==> src/rtl/axi_stream_insert_header_bytes_if.sv <==
// rtl/axi_stream_insert_header_bytes_if.sv - header, payload and output stream bundle for the header inserter
interface axi_stream_insert_header_bytes_if #(
    parameter int DATA_WIDTH = 32,
    parameter int KEEP_WIDTH = DATA_WIDTH / 8
);
    logic                  valid_in;
    logic [DATA_WIDTH-1:0] data_in;
    logic [KEEP_WIDTH-1:0] keep_in;
    logic                  last_in;
    logic                  ready_in;
    logic                  valid_insert;
    logic [DATA_WIDTH-1:0] data_insert;
    logic [KEEP_WIDTH-1:0] keep_insert;
    logic                  ready_insert;
    logic                  valid_out;
    logic [DATA_WIDTH-1:0] data_out;
    logic [KEEP_WIDTH-1:0] keep_out;
    logic                  last_out;
    logic                  ready_out;

    modport master (
        output valid_in, data_in, keep_in, last_in,
        output valid_insert, data_insert, keep_insert, ready_out,
        input  ready_in, ready_insert, valid_out, data_out, keep_out, last_out
    );

    modport slave (
        input  valid_in, data_in, keep_in, last_in,
        input  valid_insert, data_insert, keep_insert, ready_out,
        output ready_in, ready_insert, valid_out, data_out, keep_out, last_out
    );
endinterface

==> src/rtl/axi_stream_insert_header_bytes.sv <==
// rtl/axi_stream_insert_header_bytes.sv - prepends a 1..KEEP_WIDTH byte header to each payload packet
module axi_stream_insert_header_bytes #(
    parameter int DATA_WIDTH = 32,
    parameter int KEEP_WIDTH = DATA_WIDTH / 8
) (
    input logic clk,
    input logic rst,
    axi_stream_insert_header_bytes_if.slave bus
);
    localparam int CW = $clog2(KEEP_WIDTH) + 1;

    typedef enum logic [1:0] {IDLE, STREAM, TAIL} state_t;

    state_t                state, state_nxt;
    logic [DATA_WIDTH-1:0] residue;
    logic [CW-1:0]         h_cnt, tail_cnt, h_new, n_cnt;
    logic [CW:0]           sum;
    logic [CW+2:0]         sh_in, sh_res;
    logic                  slot_free, hdr_hs, pay_hs, load;
    logic [DATA_WIDTH-1:0] merged, data_nxt;
    logic [KEEP_WIDTH-1:0] keep_nxt;
    logic                  last_nxt;

    function automatic logic [KEEP_WIDTH-1:0] top_mask(input logic [CW:0] m);
        return ~({KEEP_WIDTH{1'b1}} >> m);
    endfunction

    function automatic logic [DATA_WIDTH-1:0] byte_mask(input logic [KEEP_WIDTH-1:0] k);
        logic [DATA_WIDTH-1:0] r;
        for (int i = 0; i < KEEP_WIDTH; i++) r[i*8 +: 8] = {8{k[i]}};
        return r;
    endfunction

    always_comb begin
        h_new = '0;
        n_cnt = '0;
        for (int i = 0; i < KEEP_WIDTH; i++) begin
            if (bus.keep_insert[i]) h_new = CW'(i + 1);
            if (bus.keep_in[i]) n_cnt = n_cnt + CW'(1);
        end
    end

    assign sum       = {1'b0, n_cnt} + {1'b0, h_cnt};
    assign sh_in     = {h_cnt, 3'b000};
    assign sh_res    = (CW+3)'(DATA_WIDTH) - sh_in;
    // Residue keeps the low h bytes of the previous word; they lead the next output word.
    assign merged    = (residue << sh_res) | (bus.data_in >> sh_in);
    assign slot_free = !bus.valid_out || bus.ready_out;
    assign hdr_hs    = bus.valid_insert && bus.ready_insert;
    assign pay_hs    = bus.valid_in && bus.ready_in;

    always_comb begin
        state_nxt        = state;
        bus.ready_in     = 1'b0;
        bus.ready_insert = 1'b0;
        load             = 1'b0;
        keep_nxt         = '0;
        last_nxt         = 1'b0;
        data_nxt         = '0;
        if (!rst) begin
            case (state)
                IDLE: begin
                    bus.ready_insert = 1'b1;
                    if (bus.valid_insert) state_nxt = STREAM;
                end
                STREAM: begin
                    bus.ready_in = slot_free;
                    if (bus.valid_in && slot_free) begin
                        load     = 1'b1;
                        keep_nxt = {KEEP_WIDTH{1'b1}};
                        if (bus.last_in) begin
                            if (sum <= (CW+1)'(KEEP_WIDTH)) begin
                                keep_nxt  = top_mask(sum);
                                last_nxt  = 1'b1;
                                state_nxt = IDLE;
                            end else begin
                                state_nxt = TAIL;
                            end
                        end
                        data_nxt = merged & byte_mask(keep_nxt);
                    end
                end
                TAIL: begin
                    if (slot_free) begin
                        load      = 1'b1;
                        keep_nxt  = top_mask({1'b0, tail_cnt});
                        last_nxt  = 1'b1;
                        data_nxt  = (residue << sh_res) & byte_mask(keep_nxt);
                        state_nxt = IDLE;
                    end
                end
                default: state_nxt = IDLE;
            endcase
        end
    end

    always_ff @(posedge clk) begin
        if (rst) begin
            state         <= IDLE;
            residue       <= '0;
            h_cnt         <= '0;
            tail_cnt      <= '0;
            bus.valid_out <= 1'b0;
            bus.data_out  <= '0;
            bus.keep_out  <= '0;
            bus.last_out  <= 1'b0;
        end else begin
            state <= state_nxt;
            if (hdr_hs) begin
                residue <= bus.data_insert;
                h_cnt   <= h_new;
            end
            if (pay_hs) begin
                residue  <= bus.data_in;
                tail_cnt <= CW'(sum - (CW+1)'(KEEP_WIDTH));
            end
            if (load) begin
                bus.valid_out <= 1'b1;
                bus.data_out  <= data_nxt;
                bus.keep_out  <= keep_nxt;
                bus.last_out  <= last_nxt;
            end else if (bus.ready_out) begin
                bus.valid_out <= 1'b0;
            end
        end
    end
endmodule
==> src/flat_wrapper.sv <==
// flat-port wrapper written by rule: the top's interface ports become plain ports
module axi_stream_insert_header_bytes_flat 
#(
    parameter int DATA_WIDTH = 32,
    parameter int KEEP_WIDTH = DATA_WIDTH / 8
)
  (clk, rst, bus_valid_in, bus_data_in, bus_keep_in, bus_last_in, bus_valid_insert, bus_data_insert, bus_keep_insert, bus_ready_out, bus_ready_in, bus_ready_insert, bus_valid_out, bus_data_out, bus_keep_out, bus_last_out);
  axi_stream_insert_header_bytes_if #(.DATA_WIDTH(DATA_WIDTH), .KEEP_WIDTH(KEEP_WIDTH)) bus_i ();
  input logic clk;
  input logic rst;
  input wire logic [$bits(bus_i.valid_in)-1:0] bus_valid_in;
  input wire logic [$bits(bus_i.data_in)-1:0] bus_data_in;
  input wire logic [$bits(bus_i.keep_in)-1:0] bus_keep_in;
  input wire logic [$bits(bus_i.last_in)-1:0] bus_last_in;
  input wire logic [$bits(bus_i.valid_insert)-1:0] bus_valid_insert;
  input wire logic [$bits(bus_i.data_insert)-1:0] bus_data_insert;
  input wire logic [$bits(bus_i.keep_insert)-1:0] bus_keep_insert;
  input wire logic [$bits(bus_i.ready_out)-1:0] bus_ready_out;
  output wire logic [$bits(bus_i.ready_in)-1:0] bus_ready_in;
  output wire logic [$bits(bus_i.ready_insert)-1:0] bus_ready_insert;
  output wire logic [$bits(bus_i.valid_out)-1:0] bus_valid_out;
  output wire logic [$bits(bus_i.data_out)-1:0] bus_data_out;
  output wire logic [$bits(bus_i.keep_out)-1:0] bus_keep_out;
  output wire logic [$bits(bus_i.last_out)-1:0] bus_last_out;
  assign bus_i.valid_in = bus_valid_in;
  assign bus_i.data_in = bus_data_in;
  assign bus_i.keep_in = bus_keep_in;
  assign bus_i.last_in = bus_last_in;
  assign bus_i.valid_insert = bus_valid_insert;
  assign bus_i.data_insert = bus_data_insert;
  assign bus_i.keep_insert = bus_keep_insert;
  assign bus_i.ready_out = bus_ready_out;
  assign bus_ready_in = bus_i.ready_in;
  assign bus_ready_insert = bus_i.ready_insert;
  assign bus_valid_out = bus_i.valid_out;
  assign bus_data_out = bus_i.data_out;
  assign bus_keep_out = bus_i.keep_out;
  assign bus_last_out = bus_i.last_out;
  axi_stream_insert_header_bytes #(.DATA_WIDTH(DATA_WIDTH), .KEEP_WIDTH(KEEP_WIDTH)) u_core (.clk(clk), .rst(rst), .bus(bus_i));
endmodule
==> config.mk <==
export PLATFORM = sky130hd
export DESIGN_NAME = axi_stream_insert_header_bytes_flat
export DESIGN_NICKNAME = d
export VERILOG_FILES = /design/src/rtl/axi_stream_insert_header_bytes_if.sv /design/src/rtl/axi_stream_insert_header_bytes.sv /design/src/flat_wrapper.sv
export SDC_FILE = /design/constraint.sdc
export NUM_CORES = 1
export LEC_CHECK = 0
export BUFFER_PORTS_ARGS = -buffer_cell sky130_fd_sc_hd__buf_2
export CORE_MARGIN = 4
export CORE_UTILIZATION = 50
export DETAILED_ROUTE_END_ITERATION = 10
export PLACE_DENSITY = 0.76
export SLEW_MARGIN = 15
export SYNTH_ARGS = -nofsm -noshare
export SYNTH_HDL_FRONTEND = slang
export SYNTH_SLANG_ARGS = --single-unit
==> constraint.sdc <==
create_clock -name clk -period 4.8 [get_ports clk]
set_input_delay 0.72 -clock clk [delete_from_list [all_inputs] [get_ports clk]]
set_output_delay 0.72 -clock clk [all_outputs]
set_load 0.02 [all_outputs]
Word level (Yosys, flattened, before mapping)
Cells that the tools add are included.
{"block": "op_classes", "eq_ne": 6, "bitwise_logic": 5, "reduce_logical": 9, "muxes": 41, "shift": 4, "n_addsub": 6, "magnitude_cmp": 1}
{"op": "$mux W32", "n": 4}
{"op": "$and A32 B32 Y32", "n": 2}
{"op": "$pmux W32 S2", "n": 1}
{"op": "$or A32 B32 Y32", "n": 1}
{"op": "$shl A32 B6 Y32", "n": 1}
{"op": "$shr A32 B6 Y32", "n": 1}
{"op": "$mux W4", "n": 7}
{"op": "$mux W1", "n": 14}
{"op": "$mux W2", "n": 7}
{"op": "$mux W3", "n": 4}
{"op": "$not A4 Y4", "n": 2}
{"op": "$pmux W4 S2", "n": 1}
{"op": "$add A3 B1 Y3 const B", "n": 2}
{"op": "$pmux W2 S3", "n": 1}
{"op": "$sub A6 B6 Y6 const A", "n": 1}
{"op": "$add A3 B3 Y4", "n": 1}
{"op": "$le A4 B3 Y1 const B", "n": 1}
{"op": "$ne A2 B1 Y1 const B", "n": 2}
{"op": "$ne A2 B2 Y1 const B", "n": 2}
{"op": "$pmux W1 S2", "n": 2}
{"op": "$reduce_and A4 Y1", "n": 1}
{"op": "$reduce_bool A2 Y1", "n": 2}
{"op": "$shr A4 B3 Y4 const A", "n": 1}
{"op": "$shr A4 B4 Y4 const A", "n": 1}
{"op": "other kinds (8)", "n": 10}
{"block": "word_totals", "word_cells": 80, "in_bits": 78, "ff_bits": 78, "out_inout_bits": 40}

Depth between registers and ports, before layout
{"block": "depth", "depth_word": 18, "ltp_mapped": 12, "mapped_depth_nobuf": 12}

Least setup slack after synthesis
OpenSTA, ideal clock, no wires.
{"block": "synth_timing", "path_type": "in2reg", "start": "in bus_keep_in[0]", "end": "reg u_core.bus.data_out[24]", "setup_ns": 0.128, "path_slack_ns": 1.116, "required_time_ns": 4.672, "arrival_ns": 3.556, "n_path_buf": 0, "path_stages": 11, "cell_sequence": "inv_1 -> ha_1 -> xor2_1 -> ha_1 -> mux2_2 -> fa_1 -> or2_1 -> a2111oi_4 -> nand2_2 -> a32oi_1 -> nor2_1"}
{"block": "synth_between", "elab_chain_len": 18, "elab_cells_between_ends": 19, "classes_between": "4 x add/sub; 1 x order compare; 1 x shift; 11 x mux; 2 x bitwise"}
{"item": "start, declared", "line": "flat_wrapper.sv:13", "rtl": "input wire logic [$bits(bus_i.keep_in)-1:0] bus_keep_in;"}
{"item": "$mux W1 (*)", "line": "axi_stream_insert_header_bytes.sv:39", "rtl": "if (bus.keep_in[i]) n_cnt = n_cnt + CW'(1);"}
{"item": "$add A1 B1 Y2", "line": "axi_stream_insert_header_bytes.sv:39"}
{"item": "$mux W3 (*)", "line": "axi_stream_insert_header_bytes.sv:39"}
{"item": "$add A3 B1 Y3", "line": "axi_stream_insert_header_bytes.sv:39"}
{"item": "$mux W3 (*)", "line": "axi_stream_insert_header_bytes.sv:39"}
{"item": "$add A3 B1 Y3", "line": "axi_stream_insert_header_bytes.sv:39"}
{"item": "$mux W3 (*)", "line": "axi_stream_insert_header_bytes.sv:39"}
{"item": "$add A3 B3 Y4 (*)", "line": "axi_stream_insert_header_bytes.sv:43", "rtl": "assign sum = {1'b0, n_cnt} + {1'b0, h_cnt};"}
{"item": "via u_core.sum[1]", "line": "axi_stream_insert_header_bytes.sv:17", "rtl": "logic [CW:0] sum;"}
{"item": "(+2 left out)"}
{"item": "$mux W4 (*)", "line": "axi_stream_insert_header_bytes.sv:72", "rtl": "if (sum <= (CW+1)'(KEEP_WIDTH)) begin"}
{"item": "$mux W4 (*)", "line": "axi_stream_insert_header_bytes.sv:71", "rtl": "if (bus.last_in) begin"}
{"item": "$mux W4 (*)", "line": "axi_stream_insert_header_bytes.sv:68", "rtl": "if (bus.valid_in && slot_free) begin"}
{"item": "$mux W4 (*)", "line": "axi_stream_insert_header_bytes.sv:61", "rtl": "case (state)"}
{"item": "$mux W4 (*)", "line": "axi_stream_insert_header_bytes.sv:60", "rtl": "if (!rst) begin"}
{"item": "$and A32 B32 Y32 (*)", "line": "axi_stream_insert_header_bytes.sv:80", "rtl": "data_nxt = merged & byte_mask(keep_nxt);"}
{"item": "$mux W32 (*)", "line": "axi_stream_insert_header_bytes.sv:68"}
{"item": "$pmux W32 S2 (*)", "line": "axi_stream_insert_header_bytes.sv:61"}
{"item": "end signal, assigned", "line": "axi_stream_insert_header_bytes.sv:119", "rtl": "bus.data_out <= data_nxt;"}
{"item": "end, declared", "line": "axi_stream_insert_header_bytes_if.sv:30", "rtl": "output ready_in, ready_insert, valid_out, data_out, keep_out, last_out"}
Mark *: on every way through the listed nets, which the timed path passes. The select of a mux whose other input is x is not followed.
A chain may end at the register's enable or synchronous reset.

Worst setup path after layout
{"block": "layout_timing", "start": "in bus_keep_in[0]", "end": "reg u_core.bus.data_out[28]"}
The elaborated chain is that of the path after synthesis.

==> run metrics <==
total global-route track usage=between 20% and 30%; number of flops mapped to enable cells by yosys=0; Leakage=around 2.1 nW; detailed-route via count=4910; clock skew=approximately 12 ps; Worst Tran Pin Value=795.4 ps; status=completed; postcts setup bufs=0; max-cap viol count=0; synthesized flop and latch total=between 70 and 80; DRT Pass-1 Iters=5; Clock Tree Buf Depth=2; R2R depth=8; setup_tns=0 ps; Routed Antenna Nets=0; CTS Hold Bufs=0; crit path launch=bus_keep_in[0]; worst vdd ir=between 100 and 150 uV; final worst-path cycle share=approximately four fifths; pre-CTS setup slack=between 600 and 700 ps; grt ovf=0; non-filler cells in the finished layout=slightly below 800; worst hold start=u_core.bus.keep_out[0]; Root Buffer=clkbuf_8; final routed DRC violation total=0; # rows=35; crit start category=input pin; number of diodes=0; largest net degree at the start of global routing=70; Final Max Slew Viols=0; CTS Buf Count=9; critical path type=input pin to flip-flop; Hold Path Sink=u_core.bus.keep_out[0]; number of library cell types mapped by synthesis=50; Via-to-Cell Ratio=about 6.2; die width=roughly 100 um; vias in the first global route=4526; HPWL after DPL=between 10 and 15 mm; r2r setup slk=about 1900 ps; RSZ-0062 raised after global routing=no; Post-Syn Area=between 0.004 and 0.005 mm2; critical path required time=between 5000 and 6000 ps; PortBufs=between 100 and 150; htree depth=3; Hold WC Path Type=flip-flop to flip-flop; share of cells above drive strength 1=approximately a quarter; initial antenna violation count=0; Power Density=around 300 mW/mm2; worst-skew pair later-pin latency=around 360 ps; Final #Nets=762; CTS clk-pin slew, worst paths=90 ps; Hold Fails Final Rpt=0; fin crit period=3809 ps; core box area=between 0.009 and 0.01 mm2; io pins=~120; register area share after synthesis=about 33%; Hold Path Depth=2; reg-to-reg endpoint=u_core.bus.data_out[22]; post-layout util=59.88%; # placed instances=slightly below 800; synth top area cells=dfxtp_1 33%, nand2_1 8.8%, mux2i_1 7.7%; first-pass GRT wire length=approximately 24 mm; Die Area=between 0.01 and 0.015 mm2; most common cell after layout, fill and taps aside=buf_2; Avg Cell Area, Syn=roughly 8 um2; final hold slack=approximately 440 ps; DRT iter0 DRCs=between 400 and 500; YS warnings=0; commonest non-fill, non-tap cells in the layout=117 x buf_2, 107 x nand2_1, 77 x dfxtp_1; asr flop ratio synth=0%; Post-CTS Resized=0; post-synth top area cell=dfxtp_1; Synth top area share=between 30 and 40%; CP max FO=9; Initial Util=between 50% and 60%; Final WS setup=between 900 and 1000 ps; WL/cell=19.05 um; DIE HEIGHT=104.6 um; DRT Wirelength=approximately 15 mm; dominant synthesized flop cell=dfxtp_1; syn nets=between 600 and 700; WP data arrival=a little over 4000 ps; final setup vio count=0; GP Congestion=about 0.94; CTS tree=done; Syn-to-layout area delta=17.36%; Clock Sinks=78; worst r2r src=u_core.h_cnt[1]; Syn Inst Count=around 580; critical path capture point type=flip-flop; Slew headroom=between 40% and 50%; highest clock rate=roughly 260 MHz
where the power goes:
group          switching [W]  internal [W]  total, W
sequential         0.0000377      0.000681  0.000718
combinational       0.000221      0.000137  0.000358
clock               0.000267      0.000295  0.000561
sequential cells by signal, indices dropped and copies added, names as in the netlist:
register / flops
u_core.tail_cnt: 3
u_core.state: 2
u_core.h_cnt: 3
u_core.bus.last_out: 1
u_core.bus.data_out: 32
u_core.bus.valid_out: 1
u_core.residue: 32
u_core.bus.keep_out: 4
per-stage QoR:
step	cell area [um2]	power (W)
final	5480	0.001638
after floorplan	4669	0.0009628
after global placement	5256	0.001068
after CTS	5478	0.001627
after detailed placement	5256	0.001081
after global routing	5480	0.001692
worst max-delay path, stage by stage:
cell,delay (ps)
buf_2,90
inv_1,40
ha_1,310
xor2_1,240
ha_1,260
mux2_2,300
fa_1,550
or2_1,290
a2111oi_4,650
nand2_2,240
a32oi_1,290
nor2_1,50
layout make-up:
| type | count | area (um2) |
|---|---|---|
| Tap cell | 111 | 138.9 |
| Multi-Input combinational cell | 445 | 2859 |
| Clock buffer | 9 | 123.9 |
| Timing Repair Buffer | 125 | 645.6 |
| Clock inverter | 7 | 97.59 |
| Fill cell | 817 | 3672 |
| Inverter | 14 | 52.55 |
| Sequential cell | 78 | 1563 |
worst max-delay path by stage:
stage | endpoint | slack [ps] | cells past startpoint
3_5_place_dp | u_core.bus.data_out[26] | 620 | 12
4_1_cts | u_core.bus.data_out[28] | 1000 | 12
2_1_floorplan | u_core.bus.data_out[24] | 1120 | 11
6_report | u_core.bus.data_out[28] | 990 | 12
5_1_grt | u_core.bus.data_out[26] | 820 | 12
3_3_place_gp | u_core.bus.data_out[25] | 820 | 12
layer usage:
metal  vias up  global-route usage (%)  routed length [um]
met5         -                       0                   0
met2       315                   39.85                6629
met4         0                   10.97                 479
met1      2269                   37.18                6277
li1       2287                       -                   -
met3        39                   5.930                1647
synthesized netlist by cell type, drive strengths merged, types with 6 or more instances:
cell	count
a32oi	12
dfxtp	78
o41ai	7
mux4	7
nor3	8
nand2	110
inv	14
nor2	66
a22oi	8
a211oi	6
mux2	9
a21oi	19
o21ai	42
clkbuf	24
ha	10
nand3	36
a311oi	32
buf	23
mux2i	36
nor2b	6
kinds of logic (layout without fill, tap and decap cells):
family / after synthesis / after routing / synth area share (%)
AO/OA/AOI/OAI: 142 / 142 / 22.03
XOR/XNOR: 5 / 5 / 1.099
adder cells (fa/ha/maj): 11 / 11 / 3.108
buffers and inverters: 61 / 155 / 5.493
flip-flops: 78 / 78 / 33.44
multiplexers: 52 / 52 / 13.26
AND/OR/NAND/NOR: 235 / 235 / 21.57
No activity file was read; power rests on OpenSTA's default activity.
